`config.mk`:
```
export PLATFORM = sky130hd
export DESIGN_NAME = song_reader
export DESIGN_NICKNAME = d
export VERILOG_FILES = /design/src/rtl/song_reader.sv
export SDC_FILE = /design/constraint.sdc
export NUM_CORES = 1
export LEC_CHECK = 0
export ABC_AREA = 0
export CORE_UTILIZATION = 40
export DETAILED_ROUTE_END_ITERATION = 10
export GPL_TIMING_DRIVEN = 1
export SKIP_LAST_GASP = 1
export SYNTH_ARGS = -nofsm -noshare
export SYNTH_HDL_FRONTEND = slang
export SYNTH_SLANG_ARGS = --single-unit
```
`constraint.sdc`:
```
create_clock -name clk -period 4.41 [get_ports clk]
set_input_delay 0.882 -clock clk [delete_from_list [all_inputs] [get_ports clk]]
set_output_delay 0.882 -clock clk [all_outputs]
set_load 0.01 [all_outputs]
```
`src/rtl/song_reader.sv`:
```
// song_reader: walks the internal song ROM one entry at a time.
// Each entry is presented to note_player with a one-cycle new_note pulse.
// The reader then waits for note_done before fetching the next entry.
// It pulses song_done at the end marker or after the last entry.
module song_reader #(
    parameter int NOTES_PER_SONG = 32,
    parameter int IDX_W          = 5
) (
    input  logic       clk,
    input  logic       reset,
    input  logic       play,
    input  logic [1:0] song,
    input  logic       note_done,
    output logic [5:0] note,
    output logic [5:0] duration,
    output logic       new_note,
    output logic       song_done
);

    typedef enum logic [2:0] {
        IDLE,
        FETCH,
        LOAD,
        WAIT_DONE,
        ADVANCE,
        DONE
    } state_t;

    localparam logic [IDX_W-1:0] LAST_INDEX = IDX_W'(NOTES_PER_SONG - 1);

    state_t            state;
    state_t            next_state;
    logic [IDX_W-1:0]  index;
    logic [1:0]        song_q;
    logic              play_q;
    logic [11:0]       rom_data;
    logic              song_change;
    logic              play_rise;

    // Song table: {note[11:6], duration[5:0]}; a zero duration marks the end of a song.
    // Song 0 is a two-note song, song 1 fills every slot, song 2 has four notes,
    // song 3 has a single note.
    function automatic logic [11:0] rom_word(input logic [1:0] sel, input logic [IDX_W-1:0] idx);
        logic [11:0] word;
        word = 12'd0;
        case (sel)
            2'd0: begin
                if (int'(idx) == 0) word = {6'd12, 6'd5};
                else if (int'(idx) == 1) word = {6'd20, 6'd3};
            end
            2'd1: word = {6'd32 + 6'(idx), 6'(idx) + 6'd1};
            2'd2: begin
                if (int'(idx) < 4) word = {6'd40 + 6'(idx), 6'd7 + 6'(idx)};
            end
            default: begin
                if (int'(idx) == 0) word = {6'd63, 6'd1};
            end
        endcase
        return word;
    endfunction

    assign song_change = (song != song_q);
    assign play_rise   = play & ~play_q;

    // Synchronous ROM read: the address seen at this edge gives data in the next cycle.
    always_ff @(posedge clk) begin
        rom_data <= rom_word(song_q, index);
    end

    // Track the previous play level and the current song.
    // play_q updates every cycle, including while paused.
    always_ff @(posedge clk) begin
        if (reset) begin
            play_q <= 1'b0;
            song_q <= song;
        end else begin
            play_q <= play;
            song_q <= song;
        end
    end

    // Note index.
    // A song change restarts the song at entry 0, and DONE rewinds to entry 0.
    // While paused, ADVANCE holds the index.
    always_ff @(posedge clk) begin
        if (reset) begin
            index <= '0;
        end else if (song_change) begin
            index <= '0;
        end else if (state == ADVANCE && play) begin
            index <= index + 1'b1;
        end else if (state == DONE) begin
            index <= '0;
        end
    end

    // State register.
    always_ff @(posedge clk) begin
        if (reset) begin
            state <= IDLE;
        end else begin
            state <= next_state;
        end
    end

    // Next-state logic.
    // A song change outside IDLE forces a fresh fetch ahead of everything else.
    // Pausing freezes the states that are busy running a song.
    always_comb begin
        next_state = state;
        case (state)
            IDLE: begin
                if (play_rise) next_state = FETCH;
            end
            FETCH: begin
                if (song_change) next_state = FETCH;
                else if (play)   next_state = LOAD;
            end
            LOAD: begin
                if (song_change) next_state = FETCH;
                else if (play)   next_state = (rom_data[5:0] == 6'd0) ? DONE : WAIT_DONE;
            end
            WAIT_DONE: begin
                if (song_change)            next_state = FETCH;
                else if (play && note_done) next_state = (index == LAST_INDEX) ? DONE : ADVANCE;
            end
            ADVANCE: begin
                if (song_change) next_state = FETCH;
                else if (play)   next_state = FETCH;
            end
            DONE: begin
                next_state = song_change ? FETCH : IDLE;
            end
            default: next_state = IDLE;
        endcase
    end

    // Output decode.
    // The note pulse and its data appear only in a running LOAD with a real entry.
    // Reset and song-change cycles keep every output quiet.
    always_comb begin
        new_note  = 1'b0;
        note      = 6'd0;
        duration  = 6'd0;
        song_done = 1'b0;
        if (!reset && !song_change) begin
            case (state)
                LOAD: begin
                    if (play && rom_data[5:0] != 6'd0) begin
                        new_note = 1'b1;
                        note     = rom_data[11:6];
                        duration = rom_data[5:0];
                    end
                end
                DONE:    song_done = 1'b1;
                default: ;
            endcase
        end
    end

endmodule

```
* Yosys cells after proc, flatten, opt, wreduce, memory -nomap -nowiden *
Index checks and enable logic that the tools add are counted.

cells by class
  reductions and logical operators = 14
  bitwise operators = 2
  equal/unequal tests = 15
  $lt $le $gt $ge = 1
  muxes and demuxes = 31
  add/sub/neg operators = 5

operators by type and width
  kind                                                                   number
  6-bit 2-to-1 mux                                                       6
  12-bit one-hot mux with 3 select lines                                 1
  3-bit 2-to-1 mux                                                       10
  12-bit 2-to-1 mux                                                      2
  11-bit 2-to-1 mux                                                      2
  3-bit one-hot mux with 6 select lines                                  1
  6-bit by 5-bit adder with 6-bit output (first input constant)          2
  3-bit != test (second input constant)                                  4
  5-bit 2-to-1 mux                                                       2
  1-bit 2-to-1 mux                                                       7
  3-bit by 5-bit adder with 6-bit output (first input constant)          1
  5-bit by 1-bit adder with 6-bit output (second input constant)         1
  3-bit by 2-bit == test with 1-bit output (second input constant)       2
  3-bit == test (second input constant)                                  2
  6-bit logical NOT                                                      1
  6-bit nonzero test                                                     1
  5-bit by 1-bit adder with 5-bit output (second input constant)         1
  5-bit by 2-bit == test with 1-bit output (second input constant)       1
  5-bit == test (second input constant)                                  1
  5-bit logical NOT                                                      1
  5-bit by 3-bit < comparator with 1-bit output (second input constant)  1
  5-bit AND reduction                                                    1
  1-bit logical AND                                                      4
  3-bit by 1-bit == test with 1-bit output (second input constant)       1
  other kinds (11)                                                       12

storage, ports and cells
  output and inout port bits = 14
  bits in registers = 23

* Logic depth before layout (Yosys ltp) *
Gate-level depths: netlist (run 1).

  depth after elaboration = 5
  depth in mapped cells = 8
  depth with buffers taken out = 7

* Least setup slack after synthesis (run 1) *
Ideal clock, no wire load.

  path type = input port to output port
  start point = input port song[1]
  end point = output port duration[1]
  setup slack = 1.644 ns
  cell stages on the path = 5
  path buffers = 1
  data arrival time = 1.884 ns
  cell sequence = xor2_2 nor4b_2 and4bb_4 buf_6 and2_1

on the way
  word-level cells in the longest chain between the ends = 4

RTL lines
  element            line  text
  from (decl)        12    input logic [1:0] song,
  2-bit != test      62    assign song_change = (song != song_q);
  1-bit logical NOT  146   if (!reset && !song_change) begin
  1-bit logical AND  146
  6-bit 2-to-1 mux   146
  to (decl)          15    output logic [5:0] duration,

Every way passes these cells.

* Final worst setup path (run 1) *
  start point = input port song[1]
  end point = output port note[3]

on the way
  word-level cells in the longest chain between the ends = 4

RTL lines
  element            line  text
  2-bit != test      62
  1-bit logical NOT  146
  1-bit logical AND  146
  6-bit 2-to-1 mux   146
  to (decl)          14    output logic [5:0] note,

Every way passes these cells.

==> results of run 1 <==
==> tightest hold or removal path: stages (launching register included) <==
cell     delay (ns)
dfxtp_1        0.42
nand2_1        0.09
nand2_1        0.05
==> registers in the layout (all words and copies together) (netlist names) <==
name and cells:
rom_data 12, index 5, state 3, play_q 1, song_q 2
==> layout make-up <==
type,count,area [um2],share of cell area [%]
clock buffer,3,22.5,1.34
clock inverter,1,5.00,0.298
inverter,7,26.3,1.57
multi-input combinational,132,908,54.1
sequential,23,460,27.4
tap,46,57.6,3.43
timing repair buffer,20,198,11.8
==> stage by stage <==
step                      area, um2  worst slack (ns)  hold slack (ns)  utilization (%)  power [mW]
final                          1680             0.629            0.592             49.1       0.414
after global routing           1680             0.487            0.617             49.1       0.438
after CTS                      1680             0.606            0.599             49.1       0.419
after detailed placement       1650             0.609            0.568             48.3       0.320
after global placement         1650             0.654            0.572             48.3       0.318
after floorplan                1460              1.64            0.494                -       0.302
==> worst paths after layout <==
| kind | startpoint | end | slack (ns) | depth (start not counted) |
|---|---|---|---|---|
| setup / recovery | song[1] | note[3] | 0.63 | 6 |
| setup reg to reg | index[3] | rom_data[3] | 2.60 | 6 |
| hold / removal | index[0] | rom_data[6] | 0.59 | 2 |
| hold reg to reg | index[0] | rom_data[6] | 0.59 | 2 |
==> metal layers <==
layer / wire [um] / up-vias / global-route usage (%)
li1: - / 640 / -
met1: 1550 / 589 / 23.9
met2: 1480 / 40 / 27.4
met3: 170 / 2 / 4.01
met4: 29 / 0 / 5.81
met5: 0 / - / 0
==> power breakdown <==
part | switching [mW] | internal [mW]
Combinational | 0.0435 | 0.0352
Clock | 0.0639 | 0.0339
Sequential | 0.0182 | 0.220
==> logic make-up after synthesis <==
| logic type | count (synthesis) |
|---|---|
| buffers and inverters | 18 |
| and+or+nand+nor | 76 |
| xor gates and xnor gates | 4 |
| AOI/OAI and AO/OA | 43 |
| adders and majority gates | 7 |
| muxes | 2 |
| DFF | 23 |
==> cells in the final DEF, fill, tap and decap left out, types with 3 or more instances in the layout <==
| cell | netlist | routed |
|---|---|---|
| clkdlybuf4s50_1 | 0 | 19 |
| inv_1 | 7 | 7 |
| and2_1 | 12 | 12 |
| a22oi_1 | 3 | 3 |
| nor2b_1 | 3 | 3 |
| ha_1 | 7 | 7 |
| nand3b_1 | 3 | 3 |
| dfxtp_1 | 23 | 23 |
| nand2_1 | 17 | 17 |
| nand2b_1 | 5 | 5 |
| clkbuf_4 | 0 | 3 |
| a21oi_1 | 11 | 11 |
| nor3_1 | 5 | 5 |
| o21ai_0 | 7 | 7 |
| nand3_1 | 4 | 4 |
| nor2_1 | 8 | 8 |
==> out/qor.txt, run 1 <==
Status: finished clean
Vias/cell: 5.48
1st-iter DRT viols: 73
Startpoint types: input port
Total negative slack: 0 ns
Xor/xnor share of the synthesized area: 3.43%
Leak: 0.642 nW
Layout Nets: 200
Core area: 3420 um2
Synth Register Bits: 23
Synthesis-to-finish area growth: 14.9%
Initial DRT Pass Iterations: 4
Final min period: 3.78 ns
First-pass GRT wire length: 5600 um
Cts bufs inserted: 3
Placed cells: 228
CP max FO: 13
# setup viols final: 0
Register area share after synthesis: 31.5%
Die H: 62.4 um
Worst Tran Pin Value: 0.541 ns
FMAX: 0.264 GHz
DR WL/cell: 13.9 um
Die area: 3900 um2
Ant. Diodes: 0
Worst min path class: reg2reg
Proportion of synthesized area in mux cells: 1.37%
Vias in the first global route: 1207
Yosys cell types: 54
Skew-Pair Late Insertion Delay: 0.31 ns
Data arrival, critical path: 2.90 ns
CP peak stage delay: 0.54 ns
Vias: 1271
Yosys top cell area share: 31.5%
Syn Std Cell Area: 1460 um2
RSZ-0062 raised after global routing: false
Fillers: 349
Largest family of logic cells by synthesized area: simple AND/OR/NAND/NOR gates
Antenna-violating nets left: 0
Final slew viol count: 0
Slew margin rel.: 63.6%
Fraction of layout cells with a size suffix above 1: 8.06%
CP max stage cell: clkdlybuf4s50_1
Total global-route track usage: 17.6%
PortBufs: 19
GPL Wtd Cong: 0.866
Post_cts resized: 0
Post-synthesis adder-cell area fraction: 6.00%
Clock sink count: 23
Critical path buffer and inverter count: 2
Clk root buf: clkbuf_4
Simple-gate area share of the yosys netlist: 31.9%
Grt total ovfl: 0
Post-synthesis compound-gate area fraction: 19.5%
Clock Skew: 0.00808 ns
Crit path cell chain: clkdlybuf4s50_1 > xor2_2 > nor4b_2 > and4bb_4 > and2_1 > clkdlybuf4s50_1
Number of setup buffers added after CTS: 0
Post-Synthesis Cells: 173
Initial antenna violation count: 0
Syn Area/Cell: 8.44 um2
Final std cells w/o fill: 232
Synth top cells by count: 23 x dfxtp_1, 17 x nand2_1, 12 x and2_1
Post-route DRC: 0
Initial cell density of the core: 42.7%
Period utilisation layout: 85.7%
Dpl hpwl: 2360 um
Die Width: 62.4 um
Pwr per Cell Area: 247 nW/um2
Prevailing post-synth register cell: dfxtp_1
Crit path top cell by count: clkdlybuf4s50_1
Largest delay share family, worst path: buffers and inverters
FFs w/ async S/R, synth: 0%
Top post-synthesis cells by area: dfxtp_1 32%, ha_1 6.0%, and2_1 5.1%
H-tree Lvls: 1
WS Path Type: in2out
Worst vdd ir: 128 uV
Clk pin slew, worst setup/hold paths: 0.13 ns
Post-synth top area cell: dfxtp_1
CTS Buffer Depth: 2
Max-cap violations: 0
Worst Path Required: 3.53 ns
I/O Pins: 20
Largest net degree at the start of global routing: 15
Hold Vio Cnt, Final: 0
Drt total wl: 3230 um
Net Count, Synth: 186
EDFF count, synth: 0
Rows: 21
Element type at the critical path end: output port
Synth Warn #: 0
CTS tree: yes
Top-count cell post-synth: dfxtp_1
# hold bufs at CTS: 0
Power figures use the tool's default switching activity.
==> inputs of run 2 (changes only) <==
--- a/config.mk
+++ b/config.mk
@@ -6,6 +6,7 @@
 export NUM_CORES = 1
 export LEC_CHECK = 0
 export ABC_AREA = 0
+export CORE_ASPECT_RATIO = 1.2
 export CORE_UTILIZATION = 40
 export DETAILED_ROUTE_END_ITERATION = 10
 export GPL_TIMING_DRIVEN = 1
==> run 2 against run 1 <==
The run now ends with design-rule violations left. Final area increased by 0.45%. Register-to-register slack improved by 0.05 ns. Final cell count decreased by 3.9%. Worst setup slack improved by 0.0076 ns. Utilization increased by 0.094 points. Critical path depth unchanged. Combinational power decreased by 1%. Sequential share of layout area decreased by 0.12 points. Via count increased by 1.3%. Flip-flop and latch count unchanged. Total power increased by 8.4%. Non-clock buffer count unchanged. Highest routed layer unchanged.
==> out/qor.txt, run 2 (same netlist as run 1, synthesis figures left out) <==
Fraction of layout cells with a size suffix above 1: 8.06% (unchanged)
Status: complete, but fails checks
Number of setup buffers added after CTS: 0 (unchanged)
GPL Wtd Cong: 0.856 (-1.2%)
Crit path top cell by count: clkdlybuf4s50_1
Pwr per Cell Area: 266 nW/um2 (+7.9%)
Total global-route track usage: 18.6% (+0.99 points)
Worst Tran Pin Value: 0.532 ns (-0.00868 ns)
CP max FO: 13 (unchanged)
Post-route DRC: 1 (+1)
Startpoint types: input port
Min Hold Slack: 0.582 ns (-0.0101 ns)
Top reg by flops: rom_data
Element type at the critical path end: output port
Regs by FF count: rom_data: 12 flops, index: 5 flops, state: 3 flops
Data arrival, critical path: 2.89 ns (about the same)
Die Width: 57.2 um (-8.4%)
Grt total ovfl: 0 (unchanged)
Max reg flops: 12 (unchanged)
Skew-Pair Late Insertion Delay: 0.27 ns (-0.04 ns)
Worst vdd ir: 112 uV (-12%)
Die H: 68.2 um (+9.2%)
Ant. Diodes: 0 (unchanged)
Vias: 1287 (+1.3%)
Cts bufs inserted: 3 (unchanged)
Period utilisation layout: 85.6% (-0.17 points)
Total negative slack: 0 ns (unchanged)
CP max stage cell: clkdlybuf4s50_1
NetSw: 131 uW (+4.4%)
Initial antenna violation count: 0 (unchanged)
Clock Skew: 0.00176 ns (-0.00632 ns)
Worst min path class: reg2reg
Initial cell density of the core: 42.6% (-0.11 points)
Initial DRT Pass Iterations: 7 (+3)
Rows: 23 (+9.5%)
Hold Vio Cnt, Final: 0 (unchanged)
Dpl hpwl: 2420 um (+2.3%)
Post_cts resized: 0 (unchanged)
RSZ-0062 raised after global routing: false
Crit path cell chain: clkdlybuf4s50_1 > xor2_2 > nor4b_2 > and4bb_4 > and2_1 > clkdlybuf4s50_1
I/O Pins: 20 (unchanged)
Most frequent cells in the layout: 23 x dfxtp_1, 19 x clkdlybuf4s50_1, 17 x nand2_1
Logic pwr share: 17.4% (-1.6 points)
Layout Nets: 200 (unchanged)
# hold bufs at CTS: 0 (unchanged)
CTS Buffer Depth: 2 (unchanged)
Flop pwr share: 52.9% (-4.5 points)
Clock sink count: 23 (unchanged)
Core area: 3420 um2 (+0.26%)
Final slew viol count: 0 (unchanged)
Die area: 3900 um2 (about the same)
1st-iter DRT viols: 44 (-40%)
Largest net degree at the start of global routing: 15 (unchanged)
Leak: 0.650 nW (+1.2%)
Clock power share: 29.7% (+6.1 points)
Worst Path Required: 3.53 ns (about the same)
Clk root buf: clkbuf_8
FMAX: 0.265 GHz (+0.20%)
Vias/cell: 5.77 (+5.3%)
CTS tree: yes
Antenna-violating nets left: 0 (unchanged)
Slew margin rel.: 64.2% (+0.58 points)
CP peak stage delay: 0.53 ns (about the same)
First-pass GRT wire length: 5620 um (+0.38%)
Vias in the first global route: 1246 (+3.2%)
Max-cap violations: 0 (unchanged)
WS Path Type: in2out
Int Power: 318 uW (+10%)
Violated checks: design-rule violations
# setup viols final: 0 (unchanged)
Net Sw Frac: 29.2% (-1.1 points)
PortBufs: 19 (unchanged)
Synthesis-to-finish area growth: 15.4%
H-tree Lvls: 1 (unchanged)
Final min period: 3.77 ns (-0.00764 ns)
Leading cell type in the layout, fill and taps excluded: dfxtp_1
Drt total wl: 3210 um (-0.83%)
DR WL/cell: 14.4 um (+3.2%)
Clk pin slew, worst setup/hold paths: 0.08 ns (-0.05 ns)
[run 2: routing by layer]
layer,vias to the layer above,global-route usage (%),wire length [um]
met5,-,0,0
met4,0,8.84,47
met3,4,1.70,91
met2,31,33.1,1580
met1,607,22.7,1490
li1,645,-,-
[run 2: cell type report]
| class | instances | area (um2) |
|---|---|---|
| Clock inverter | 1 | 5.00 |
| Inverter | 7 | 26.3 |
| Sequential cell | 23 | 460 |
| Timing Repair Buffer | 20 | 198 |
| Multi-Input combinational cell | 132 | 908 |
| Clock buffer | 3 | 41.3 |
| Fill cell | 347 | 1740 |
| Tap cell | 37 | 46.3 |
[run 2: power by group through the flow]
stage / Combinational (mW) / Sequential [mW] / Clock (mW)
after global placement: 0.0762 / 0.242 / 0
after CTS: 0.0775 / 0.237 / 0.135
after global routing: 0.0886 / 0.240 / 0.142
after floorplan: 0.0732 / 0.228 / 0
after detailed placement: 0.0771 / 0.242 / 0
final: 0.0779 / 0.238 / 0.133
[run 2: critical path, delay by kind of cell]
kind	cells	cell delay, ns
xor gates and xnor gates	1	0.21
buffers and inverters	2	0.99
and+or+nand+nor	3	0.81
[run 2: worst paths after layout]
path              startpoint          end  slack, ns  cells past startpoint
setup reg to reg    index[3]  rom_data[3]       2.65                      6
hold reg to reg     index[0]  rom_data[6]       0.58                      2
hold / removal      index[0]  rom_data[6]       0.58                      2
setup / recovery     song[1]  duration[0]       0.64                      6
[run 2: per-stage QoR]
| stage | utilization, % | worst slack [ns] | instance area, um2 | cells | power (mW) |
|---|---|---|---|---|---|
| after floorplan | - | 1.64 | 1460 | 173 | 0.302 |
| after global placement | 47.9 | 0.653 | 1640 | 219 | 0.318 |
| after detailed placement | 47.9 | 0.619 | 1640 | 219 | 0.319 |
| after CTS | 49.2 | 0.608 | 1690 | 223 | 0.449 |
| after global routing | 49.2 | 0.507 | 1690 | 223 | 0.470 |
| final | 49.2 | 0.637 | 1690 | 223 | 0.449 |
==> inputs of run 3 (changes only) <==
--- a/config.mk
+++ b/config.mk
@@ -7,6 +7,7 @@
 export LEC_CHECK = 0
 export ABC_AREA = 0
 export CORE_ASPECT_RATIO = 1.2
+export CORE_MARGIN = 2
 export CORE_UTILIZATION = 40
 export DETAILED_ROUTE_END_ITERATION = 10
 export GPL_TIMING_DRIVEN = 1
==> run 3 against run 2 <==
The flow now finishes without violations. Total power fell by 1.1%. Final area fell by 0.37%. Non-clock buffer count fell by 1. Critical path depth did not move. Clock power fell by 3%. Count of clock-buffer cells in the layout rose by 1. Fmax fell by 0.33%. Register-to-register slack barely moved. Flip-flop and latch count did not move. Utilization fell by 2.2 points. Combinational power barely moved. Largest cell class unchanged. Highest routed layer unchanged.
==> out/qor.txt, run 3 (same netlist as run 1, synthesis figures left out) <==
Status: finished clean
Crit path top cell by count: clkdlybuf4s50_1
R2R depth: 6 (unchanged)
Synthesis-to-finish area growth: 15.0%
# setup viols final: 0 (unchanged)
R2R Setup Slk: 2.66 ns (about the same)
Data arrival, critical path: 2.90 ns (about the same)
Hold Vio Cnt, Final: 0 (unchanged)
Worst vdd ir: 106 uV (-6.0%)
Crit path cell chain: clkdlybuf4s50_1 > xor2_2 > nor4b_2 > and4bb_4 > and2_1 > clkdlybuf4s50_1
Critical path buffer and inverter count: 2 (unchanged)
Die area: 4150 um2 (+6.5%)
Ant. Diodes: 0 (unchanged)
Number of setup buffers added after CTS: 0 (unchanged)
Post_cts resized: 0 (unchanged)
CP max stage cell: clkdlybuf4s50_1
Startpoint types: input port
Layout Nets: 199 (-0.50%)
Worst Tran Pin Value: 0.517 ns (-0.0156 ns)
DR WL/cell: 14.1 um (-2.2%)
Final std cells w/o fill: 224 (+0.45%)
GPL Wtd Cong: 0.796 (-6.9%)
FMAX: 0.264 GHz (-0.33%)
Period utilisation layout: 85.8% (+0.28 points)
Post-route DRC: 0 (-1)
Largest net degree at the start of global routing: 15 (unchanged)
Max-cap violations: 0 (unchanged)
CP max FO: 13 (unchanged)
Total global-route track usage: 16.4% (-2.2 points)
I/O Pins: 20 (unchanged)
WHS Path Cells: 2 (unchanged)
Die H: 70.2 um (+2.9%)
Regs by FF count: rom_data: 12 flops, index: 5 flops, state: 3 flops
Element type at the critical path end: output port
WS Path Type: in2out
Reg2reg start: index[3]
Worst min path class: reg2reg
Worst Path Required: 3.53 ns (about the same)
RSZ-0062 raised after global routing: false
Reg2reg end: rom_data[3]
Vias: 1276 (-0.85%)
Final slew viol count: 0 (unchanged)
1st-iter DRT viols: 37 (-16%)
Antenna-violating nets left: 0 (unchanged)
# hold bufs at CTS: 0 (unchanged)
Vias/cell: 5.70 (-1.3%)
Drt total wl: 3150 um (-1.7%)
CTS tree: yes
Clock Skew: 0.00954 ns (+0.00778 ns)
CP peak stage delay: 0.53 ns (about the same)
Skew-Pair Late Insertion Delay: 0.26 ns (about the same)
Most frequent cells in the layout: 23 x dfxtp_1, 19 x clkdlybuf4s50_1, 17 x nand2_1
Max reg flops: 12 (unchanged)
Initial DRT Pass Iterations: 4 (-3)
Top reg by flops: rom_data
Pwr per Cell Area: 264 nW/um2 (-0.78%)
Hold_sp: index[0]
Fraction of layout cells with a size suffix above 1: 7.03% (-1.0 points)
PortBufs: 19 (unchanged)
Cell area after placement: 1630 um2 (-0.31%)
Clock sink count: 23 (unchanged)
Final min period: 3.79 ns (+0.0125 ns)
Grt total ovfl: 0 (unchanged)
Post-route cell area: 1680 um2 (-0.37%)
Cts bufs inserted: 3 (unchanged)
Tot Pwr: 444 uW (-1.1%)
Core area: 3570 um2 (+4.3%)
Slew margin rel.: 65.3% (+1.0 points)
Vias in the first global route: 1253 (+0.56%)
Total negative slack: 0 ns (unchanged)
Largest delay share family, worst path: buffers and inverters
First-pass GRT wire length: 5510 um (-2.0%)
Leading cell type in the layout, fill and taps excluded: dfxtp_1
WHS Endpoint: rom_data[6]
Die Width: 59.2 um (+3.5%)
Initial cell density of the core: 40.9% (-1.8 points)
Clk root buf: clkbuf_8
Rows: 24 (+4.3%)
Placed cells: 220 (+0.46%)
H-tree Lvls: 1 (unchanged)
Dpl hpwl: 2460 um (+1.7%)
Clk pin slew, worst setup/hold paths: 0.07 ns (about the same)
Leak: 0.642 nW (-1.2%)
CTS Buffer Depth: 2 (unchanged)
Initial antenna violation count: 0 (unchanged)
Layout Utilization: 47.0% (-2.2 points)
[run 3: changes by cell type in the layout (fill, tap and decap cells not counted), sizes merged]
cell    previous run  this run
buf                1         0
clkbuf             3         4
clkinv             1         0
[run 3: power breakdown]
group	switching [mW]	internal (mW)	total (mW)
Clock	0.0643	0.0644	0.129
Combinational	0.0430	0.0346	0.0776
Sequential	0.0180	0.219	0.237
[run 3: per-stage QoR]
| stage | setup WS, ns | hold WS, ns |
|---|---|---|
| 2_1_floorplan | 1.64 | 0.494 |
| 3_3_place_gp | 0.656 | 0.576 |
| 3_5_place_dp | 0.617 | 0.569 |
| 4_1_cts | 0.618 | 0.581 |
| 5_1_grt | 0.465 | 0.623 |
| 6_report | 0.624 | 0.581 |
[run 3: final cells by class]
type | count | area (um2)
inverter | 7 | 26.3
tap | 39 | 48.8
fill | 369 | 1890
sequential | 23 | 460
clock buffer | 4 | 45.0
multi-input combinational | 132 | 908
timing repair buffer | 19 | 190
[run 3: worst max path at each step]
| stage | startpoint | endpoint | depth (start not counted) |
|---|---|---|---|
| finish | song[1] | duration[2] | 6 |
| global route | song[1] | duration[2] | 6 |
| CTS | song[1] | note[2] | 6 |
| detailed placement | song[1] | note[2] | 6 |
| global placement | song[1] | note[1] | 6 |
| floorplan | song[1] | duration[1] | 5 |
[run 3: worst reg2reg max path, stage by stage, from the launching register on]
cell and delay (ns):
dfxtp_1 0.52, inv_1 0.14, ha_1 0.22, nand4bb_1 0.27
o21ai_0 0.16, a211oi_1 0.25, a31oi_1 0.06
[run 3: per-layer routing]
metal  share of wire [%]  vias to the layer above  routed length, um  GRT usage, %
li1                    -                      643                  -             -
met1                  46                      609               1460          20.8
met2                  50                       22               1570          29.0
met3                 3.1                        2                 99          2.04
met4                0.60                        0                 19          3.79
met5                   0                        -                  0             0
